$ cat config.mk
export PLATFORM = sky130hd
export DESIGN_NAME = div_unit
export DESIGN_NICKNAME = d
export VERILOG_FILES = /design/src/rtl/div_unit.sv
export SDC_FILE = /design/constraint.sdc
export NUM_CORES = 1
export LEC_CHECK = 0
export ABC_AREA = 1
export CORE_ASPECT_RATIO = 0.75
export CORE_MARGIN = 3
export CORE_UTILIZATION = 50
export CTS_BUF_LIST = sky130_fd_sc_hd__clkbuf_4 sky130_fd_sc_hd__clkbuf_8
export DETAILED_ROUTE_END_ITERATION = 8
export PLACE_DENSITY = 0.75
export SETUP_SLACK_MARGIN = 0.15
export SLEW_MARGIN = 40
export SYNTH_ARGS = -nofsm -noshare
export SYNTH_HDL_FRONTEND = slang
export SYNTH_SLANG_ARGS = --single-unit
export TNS_END_PERCENT = 1
$ cat constraint.sdc
create_clock -name clk -period 3.55 [get_ports clk]
set_input_delay 0.5325 -clock clk [delete_from_list [all_inputs] [get_ports clk]]
set_output_delay 0.5325 -clock clk [all_outputs]
set_load 0.01 [all_outputs]
$ cat src/rtl/div_unit.sv
// Iterative radix-2 restoring divider (DIV/DIVU) for the EX stage.
// One quotient bit per cycle; the sign fix is applied as the last step retires.
module div_unit #(
    parameter int WIDTH = 32
) (
    input  logic             clk,
    input  logic             rst,
    input  logic             start_i,
    input  logic             signed_i,
    input  logic             cancel_i,
    input  logic [WIDTH-1:0] dividend_i,
    input  logic [WIDTH-1:0] divisor_i,
    output logic             busy_o,
    output logic             ready_o,
    output logic             div_zero_o,
    output logic [WIDTH-1:0] quotient_o,
    output logic [WIDTH-1:0] remainder_o
);

    localparam int CW = (WIDTH > 1) ? $clog2(WIDTH) : 1;
    localparam logic [CW-1:0] CNT_LAST = CW'(WIDTH - 1);
    localparam logic [CW-1:0] CNT_ONE  = CW'(1);
    localparam logic [WIDTH-1:0] ZERO_W = {WIDTH{1'b0}};

    typedef enum logic [1:0] {
        IDLE = 2'd0,
        DIVZ = 2'd1,
        BUSY = 2'd2,
        DONE = 2'd3
    } state_t;

    state_t           state_r;
    state_t           state_next_s;
    logic [CW-1:0]    cnt_r;
    logic [WIDTH-1:0] rem_r;
    logic [WIDTH-1:0] quo_r;
    logic [WIDTH-1:0] dvs_r;
    logic             neg_quo_r;
    logic             neg_rem_r;

    logic             accept_s;
    logic             a_neg_s;
    logic             b_neg_s;
    logic [WIDTH-1:0] a_abs_s;
    logic [WIDTH-1:0] b_abs_s;
    logic [WIDTH:0]   shift_s;
    logic [WIDTH:0]   trial_s;
    logic [WIDTH-1:0] rem_step_s;
    logic [WIDTH-1:0] quo_step_s;
    logic [WIDTH-1:0] quo_fix_s;
    logic [WIDTH-1:0] rem_fix_s;

    // Two's-complement negation; 0x80..0 maps onto itself, which the
    // unsigned core then treats as 2^(WIDTH-1).
    function automatic logic [WIDTH-1:0] neg2(input logic [WIDTH-1:0] v);
        return ~v + {{(WIDTH-1){1'b0}}, 1'b1};
    endfunction

    // Operand conditioning and one restoring step of the datapath.
    always_comb begin
        accept_s = start_i & ~cancel_i;
        a_neg_s  = signed_i & dividend_i[WIDTH-1];
        b_neg_s  = signed_i & divisor_i[WIDTH-1];
        if (a_neg_s) begin
            a_abs_s = neg2(dividend_i);
        end else begin
            a_abs_s = dividend_i;
        end
        if (b_neg_s) begin
            b_abs_s = neg2(divisor_i);
        end else begin
            b_abs_s = divisor_i;
        end
        // Partial remainder stays below the divisor, so WIDTH+1 bits
        // hold both the shifted value and the signed trial difference.
        shift_s = {rem_r, quo_r[WIDTH-1]};
        trial_s = shift_s - {1'b0, dvs_r};
        if (trial_s[WIDTH]) begin
            rem_step_s = shift_s[WIDTH-1:0];
        end else begin
            rem_step_s = trial_s[WIDTH-1:0];
        end
        quo_step_s = {quo_r[WIDTH-2:0], ~trial_s[WIDTH]};
        if (neg_quo_r) begin
            quo_fix_s = neg2(quo_step_s);
        end else begin
            quo_fix_s = quo_step_s;
        end
        if (neg_rem_r) begin
            rem_fix_s = neg2(rem_step_s);
        end else begin
            rem_fix_s = rem_step_s;
        end
    end

    // Next-state logic; cancel wins over every transition.
    always_comb begin
        state_next_s = state_r;
        if (cancel_i) begin
            state_next_s = IDLE;
        end else begin
            case (state_r)
                IDLE: begin
                    if (start_i) begin
                        if (divisor_i == ZERO_W) begin
                            state_next_s = DIVZ;
                        end else begin
                            state_next_s = BUSY;
                        end
                    end else begin
                        state_next_s = IDLE;
                    end
                end
                DIVZ: state_next_s = DONE;
                BUSY: begin
                    if (cnt_r == CNT_LAST) begin
                        state_next_s = DONE;
                    end else begin
                        state_next_s = BUSY;
                    end
                end
                DONE:    state_next_s = IDLE;
                default: state_next_s = IDLE;
            endcase
        end
    end

    // State, datapath and registered outputs.
    always_ff @(posedge clk) begin
        if (rst) begin
            state_r     <= IDLE;
            cnt_r       <= {CW{1'b0}};
            rem_r       <= ZERO_W;
            quo_r       <= ZERO_W;
            dvs_r       <= ZERO_W;
            neg_quo_r   <= 1'b0;
            neg_rem_r   <= 1'b0;
            busy_o      <= 1'b0;
            ready_o     <= 1'b0;
            div_zero_o  <= 1'b0;
            quotient_o  <= ZERO_W;
            remainder_o <= ZERO_W;
        end else begin
            state_r <= state_next_s;
            busy_o  <= (state_next_s != IDLE);
            ready_o <= (state_next_s == DONE);
            case (state_r)
                IDLE: begin
                    if (accept_s) begin
                        rem_r      <= ZERO_W;
                        quo_r      <= a_abs_s;
                        dvs_r      <= b_abs_s;
                        neg_quo_r  <= a_neg_s ^ b_neg_s;
                        neg_rem_r  <= a_neg_s;
                        cnt_r      <= {CW{1'b0}};
                        div_zero_o <= 1'b0;
                    end
                end
                DIVZ: begin
                    if (!cancel_i) begin
                        quotient_o  <= ZERO_W;
                        remainder_o <= ZERO_W;
                        div_zero_o  <= 1'b1;
                    end
                end
                BUSY: begin
                    if (!cancel_i) begin
                        rem_r <= rem_step_s;
                        quo_r <= quo_step_s;
                        cnt_r <= cnt_r + CNT_ONE;
                        if (cnt_r == CNT_LAST) begin
                            quotient_o  <= quo_fix_s;
                            remainder_o <= rem_fix_s;
                        end
                    end
                end
                default: begin
                end
            endcase
        end
    end

endmodule

==> impl_metrics.py, run 1 <==
metrics = {
    "run_status": {
        "status": "finished, violations left",
        "violations": "negative setup slack",
    },
    "floorplanning": {
        "dieArea_sq_um": 27600,
        "ios": 136,
        "start_util_pct": 51.0,
        "dieWidth_um": 191,
        "num_rows": 50,
        "die_height_um": 145,
        "core_sq_um": 25100,
    },
    "timing": {
        "hold_viol": 0,
        "fin_crit_ps": 3710,
        "worstMarginPinSlew_ps": 815,
        "finalClockSkew_ps": 16.8,
        "layout_setup_ws_ps": -162,
        "rsz0062_at_grt": "true",
        "finalCritPeriodShare_pct": 105,
        "max_freq_mhz": 269,
        "setup_tns_ps": -664,
        "final_max_slew_viol_count": 0,
        "relSlewSlack_pct": 45.6,
        "setup_violations": 11,
    },
    "synth": {
        "synthFlopType": "dfxtp_1",
        "yosys.area.top_type": "dfxtp_1",
        "synth_fp_nets": 2202,
        "ys_seq_elements": 172,
        "syn_inst": 2091,
        "ys_seq_area_share_pct": 26.9,
        "synth-edff-count": 0,
        "synthTopCellsByArea": "dfxtp_1 27%, nand2_1 17%, inv_1 8.6%, a21oi_1 7.3%, nand3_1 5.5%",
        "yosysWarnings": 0,
        "async_flop_share_pct": 0,
        "ys_types": 56,
        "synth_top_area_share_pct": 26.9,
        "syn_avg_cell_area_sq_um": 6.12,
        "netlist_area_sq_um": 12800,
    },
    "pwr": {
        "cellPowerDensity_nw_per_um2": 314,
        "p_total_uw": 5010,
        "ir_drop_mv": 0.249,
        "switching_share_pct": 35.6,
        "p_int_uw": 3230,
        "power_switching_uw": 1790,
        "power_leakage_uw": 0.00758,
        "p_comb_share_pct": 28.8,
        "power_frac_seq_pct": 40.5,
        "p_clk_share_pct": 30.7,
    },
    "detailed_routing": {
        "drc_errors": 0,
        "vias": 14549,
        "viasPerCell": 5.47,
        "first_pass_iters": 8,
        "wire_per_inst_um": 17.2,
        "ant_nets": 0,
        "routed_wl_um": 45700,
        "drt_iter0_markers": 1548,
    },
    "clocking": {
        "cts.path.max_buffers": 2,
        "cts_hold_buf": 0,
        "clk_latency_ps": 510,
        "root_buffer": "clkbuf_8",
        "cts_buffers": 17,
        "clk_pin_slew_worst_paths_ps": 100,
        "htreeDepth": 4,
        "cts_sinks": 172,
        "cts_tree": "built",
    },
    "cells_and_area": {
        "multi_input_area_sq_um": 8140,
        "final_util_pct": 63.7,
        "seqCellArea_sq_um": 3450,
        "fill_cells": 2319,
        "diodes": 0,
        "final_layout_size_suffix_gt1_share_pct": 13.5,
        "num-nets-final": 2419,
        "postLayoutCellArea_sq_um": 16000,
        "areaGrowthSynthToFinish_pct": 24.8,
    },
    "worst_setup_path": {
        "arrival_ps": 4090,
        "critPathCaptureType": "register",
        "cpMaxStageDelayCell": "fa_2",
        "reg2reg_depth": 29,
        "crit_required_ps": 3930,
        "max_stage_delay_ps": 390,
        "start_kind": "register",
        "worst-setup-path-type": "register to register",
        "crit_path_max_fanout": 3,
    },
    "place": {
        "post-dp-hpwl_um": 35600,
        "dpl_cell_area_sq_um": 15300,
        "place_ws_ps": -136,
        "place_congestion": 1.04,
        "port-buffer-count": 135,
    },
    "grt": {
        "grt_first_pass_wirelength_um": 69500,
        "grt_pass1_vias": 12829,
        "antenna_found_initial": 1,
        "grt-ovfl-total": 0,
        "grt_usage_pct": 32.4,
        "grt_max_degree": 67,
    },
    "min_path": {
        "hold_class": "register to register",
        "holdPathStages": 2,
    },
    "run": {
        "drv_cap": 0,
    },
}
flip-flops by register name, summed over array words and instances (netlist names), 2 cells and up:
| name | cells |
|---|---|
| dvs_r | 32 |
| state_r | 2 |
| quotient_o | 32 |
| quo_r | 32 |
| cnt_r | 5 |
| remainder_o | 32 |
| rem_r | 32 |
critical path, delay by kind of cell (launching register included):
kind                     cells  cell delay, ps
adder cells (fa/ha/maj)      3             680
flip-flops                   1             330
AND/OR/NAND/NOR             18            1930
AO/OA/AOI/OAI                4             420
buffers and inverters        4             240
routing by layer:
metal	up-vias	share of wire, %	wire, um	global-route usage, %
li1	7146	-	-	-
met5	-	0	0	0
met1	6555	47	21600	49.7
met2	780	38	17300	42.6
met3	68	13	5810	10.5
met4	0	2.2	998	8.92
cells in the final DEF, fill, tap and decap left out, types with 17 or more instances in the layout:
cell,Yosys,layout
o21ai_0,99,91
nand2_1,592,587
clkbuf_8,2,17
buf_4,3,134
ha_1,41,31
nand3_1,141,139
nor2_1,182,175
inv_1,293,286
xnor2_1,21,21
a21oi_1,186,182
a31oi_1,24,23
nor3_1,38,34
dfxtp_1,172,167
nand2_2,36,40
clkdlybuf4s50_1,0,134
xor2_1,30,30
o22ai_1,17,17
timing repair:
action,CTS,global route
setup buffers,1,6
pin swaps,4,20
setup endpoints to repair,28,49
gates resized for setup,19,40
cell usage after synthesis (all sizes together) (24+ instances only):
master,instances
a21oi,191
a31oi,24
clkbuf,54
dfxtp,172
ha,41
inv,296
nand2,641
nand3,149
nor2,199
nor3,41
o21ai,109
xor2,30
through the flow:
step	cells	hold slack (ps)
detailed placement	2620	456
global placement	2620	451
global route	2658	491
CTS	2652	469
finish	2658	466
floorplan	2091	445
final cells by class:
cell class / instances / area share, %
Tap cell: 338 / 2.65
Clock buffer: 17 / 1.46
Inverter: 299 / 7.02
Sequential cell: 172 / 21.6
Clock inverter: 14 / 1.14
Timing Repair Buffer: 273 / 15.2
Multi-Input combinational cell: 1545 / 50.9
logic make-up after synthesis:
logic type                 count (synthesis)  share of synthesized area (%)
buffers and inverters                    374                           11.9
and+or+nand+nor                         1072                           37.0
DFF                                      172                           26.9
adders and majority gates                 42                           4.16
xor gates and xnor gates                  51                           3.49
AOI/OAI and AO/OA                        380                           16.6
power by group through the flow:
stage	logic, uW	registers, uW	clock network (uW)
4_1_cts	1350	2020	1550
3_3_place_gp	1310	2070	0
6_report	1440	2030	1540
5_1_grt	1570	2030	1630
2_1_floorplan	823	2050	0
3_5_place_dp	1330	2070	0
final timing paths:
path / slack [ps] / endpoint / start
hold reg to reg: 470 / remainder_o[24] / remainder_o[24]
setup / recovery: -160 / quotient_o[26] / quo_r[31]
setup reg to reg: -160 / quotient_o[26] / quo_r[31]
hold / removal: 470 / remainder_o[24] / remainder_o[24]
(Power assumes the default switching activity.)
==> run 2: changes to the inputs <==
--- a/config.mk
+++ b/config.mk
@@ -11,6 +11,8 @@
 export CORE_UTILIZATION = 50
 export CTS_BUF_LIST = sky130_fd_sc_hd__clkbuf_4 sky130_fd_sc_hd__clkbuf_8
 export DETAILED_ROUTE_END_ITERATION = 8
+export GPL_TIMING_DRIVEN = 0
+export MAX_ROUTING_LAYER = met4
 export PLACE_DENSITY = 0.75
 export SETUP_SLACK_MARGIN = 0.15
 export SLEW_MARGIN = 40
==> constraint.sdc (replaced) <==
create_clock -name clk -period 3.55 [get_ports clk]
set_input_delay 0.5325 -clock clk [delete_from_list [all_inputs] [get_ports clk]]
set_output_delay 0.5325 -clock clk [all_outputs]
set_load 0.1 [all_outputs]
==> run 2 against run 1 <==
The flow still finishes with violations (negative setup slack). Wire length up 1.3%. Core utilization fell by 2.6 points. Combinational power about the same. Via count up 0.48%. Final cell count down 1.1%. Power is 2.5% lower. Non-clock buffer count is 29 lower. Sequential power about the same. Hold slack hardly changed. Critical endpoint is now quotient_o[6]. Highest routed layer unchanged.
==> impl_metrics.py, run 2 (synthesized netlist as in run 1, its figures left out) <==
metrics = {
    "run_status": {
        "status": "finished, violations left",
        "violations": "negative setup slack",
    },
    "floorplanning": {
        "ios": 136,
        "num_rows": 50,
        "start_util_pct": 51.0,
        "dieWidth_um": 191,
        "die_height_um": 145,
        "dieArea_sq_um": 27600,
        "core_sq_um": 25100,
    },
    "worst_setup_path": {
        "crit_path_start": "dvs_r[22]",
        "arrival_ps": 4250,
        "reg2reg_to": "quotient_o[6]",
        "start_kind": "register",
        "critPathCaptureType": "register",
        "crit_path_max_fanout": 5,
        "crit_required_ps": 3930,
        "rrSetupSlack_ps": -320,
        "worst-setup-path-type": "register to register",
        "reg2reg_depth": 27,
        "r2r-start": "dvs_r[22]",
        "cp-endpoint": "quotient_o[6]",
    },
    "cells_and_area": {
        "multi_input_area_sq_um": 8270,
        "postLayoutCellArea_sq_um": 15300,
        "areaGrowthSynthToFinish_pct": 19.7,
        "final_common_cell": "nand2_1",
        "num-nets-final": 2390,
        "seqCellArea_sq_um": 3450,
        "final_layout_size_suffix_gt1_share_pct": 13.8,
        "fill_cells": 2445,
        "diodes": 0,
        "layoutNonFillerInstCount": 2630,
        "layout_common_cells": "584 x nand2_1, 277 x inv_1, 181 x a21oi_1",
    },
    "clocking": {
        "cts_tree": "built",
        "cts_sinks": 172,
        "cts.path.max_buffers": 2,
        "clk_pin_slew_worst_paths_ps": 100,
        "htreeDepth": 4,
        "clk_latency_ps": 500,
        "root_buffer": "clkbuf_8",
        "cts_hold_buf": 0,
        "cts_buffers": 17,
    },
    "timing": {
        "finalClockSkew_ps": 15.4,
        "rsz0062_at_grt": "true",
        "fin_crit_ps": 3870,
        "setup_tns_ps": -2390,
        "hold_viol": 0,
        "final_max_slew_viol_count": 0,
        "finalCritPeriodShare_pct": 109,
        "layout_setup_ws_ps": -317,
        "setup_violations": 17,
        "worstMarginPinSlew_ps": 803,
        "relSlewSlack_pct": 45.9,
        "max_freq_mhz": 259,
    },
    "place": {
        "post-dp-hpwl_um": 36700,
        "place_ws_ps": -869,
        "placedCellCount": 2563,
        "place_congestion": 1.02,
        "dpl_cell_area_sq_um": 14300,
        "port-buffer-count": 134,
    },
    "pwr": {
        "power_leakage_uw": 0.00737,
        "p_total_uw": 4890,
        "ir_drop_mv": 0.250,
        "cellPowerDensity_nw_per_um2": 319,
    },
    "detailed_routing": {
        "routed_wl_um": 46300,
        "drc_errors": 0,
        "drt_iter0_markers": 1737,
        "wire_per_inst_um": 17.6,
        "ant_nets": 0,
        "first_pass_iters": 8,
        "vias": 14619,
        "viasPerCell": 5.56,
    },
    "grt": {
        "grt-ovfl-total": 0,
        "grt_pass1_vias": 12694,
        "grt_usage_pct": 33.5,
        "grt_first_pass_wirelength_um": 69500,
        "antenna_found_initial": 1,
        "grt_max_degree": 17,
    },
    "run": {
        "drv_cap": 0,
    },
    "min_path": {
        "holdPathStages": 2,
        "hold_class": "register to register",
    },
}
run 2: worst min path at each step:
stage / startpoint / endpoint
floorplan: dvs_r[31] / dvs_r[31]
global placement: quotient_o[0] / quotient_o[0]
detailed placement: remainder_o[27] / remainder_o[27]
CTS: remainder_o[27] / remainder_o[27]
global route: remainder_o[30] / remainder_o[30]
finish: remainder_o[27] / remainder_o[27]
run 2: what timing repair did:
item	4_1_cts	5_1_grt
endpoints found under the setup margin	20	72
buffers inserted	28	7
pin swaps	18	21
resized for setup	42	55
run 2: power by group:
group	switching [uW]	total (uW)	internal, uW
combinational	910	1420	511
clock	831	1430	598
sequential	53.9	2040	1980
run 2: cell type report:
| class | instances | area share (%) |
|---|---|---|
| buffer | 75 | 2.61 |
| tap | 338 | 2.76 |
| inverter | 299 | 7.34 |
| clock buffer | 19 | 1.67 |
| clock inverter | 13 | 0.841 |
| sequential | 172 | 22.5 |
| timing repair buffer | 169 | 8.31 |
| multi-input combinational | 1545 | 54.0 |
run 2: routing by layer:
layer / wire length (um) / up-vias / GRT usage (%)
li1: - / 7117 / -
met1: 22100 / 6671 / 51.4
met2: 18200 / 764 / 45.1
met3: 5260 / 67 / 5.79
met4: 733 / 0 / 7.29
met5: 0 / - / -
run 2: critical path, stage by stage, from the launching register on:
cell,delay [ps]
dfxtp_1,320
inv_2,130
ha_2,340
nand2_2,100
inv_1,80
a21oi_2,180
nand2_2,100
a21oi_4,240
nand3_4,160
nand2_8,100
buf_8,110
ha_4,130
inv_2,50
nor3_4,130
nand3_2,140
buf_6,150
buf_4,120
buf_4,120
buf_4,120
buf_4,120
buf_4,120
buf_4,130
buf_4,130
buf_4,130
nand2_2,70
nand2_4,80
nand3_4,90
a21oi_2,50
run 2: per-stage QoR:
step                utilization, %  hold WS, ps
global placement              58.1          451
detailed placement            56.8          450
CTS                           59.8          464
global route                  61.1          484
floorplan                        -          445
finish                        61.1          466
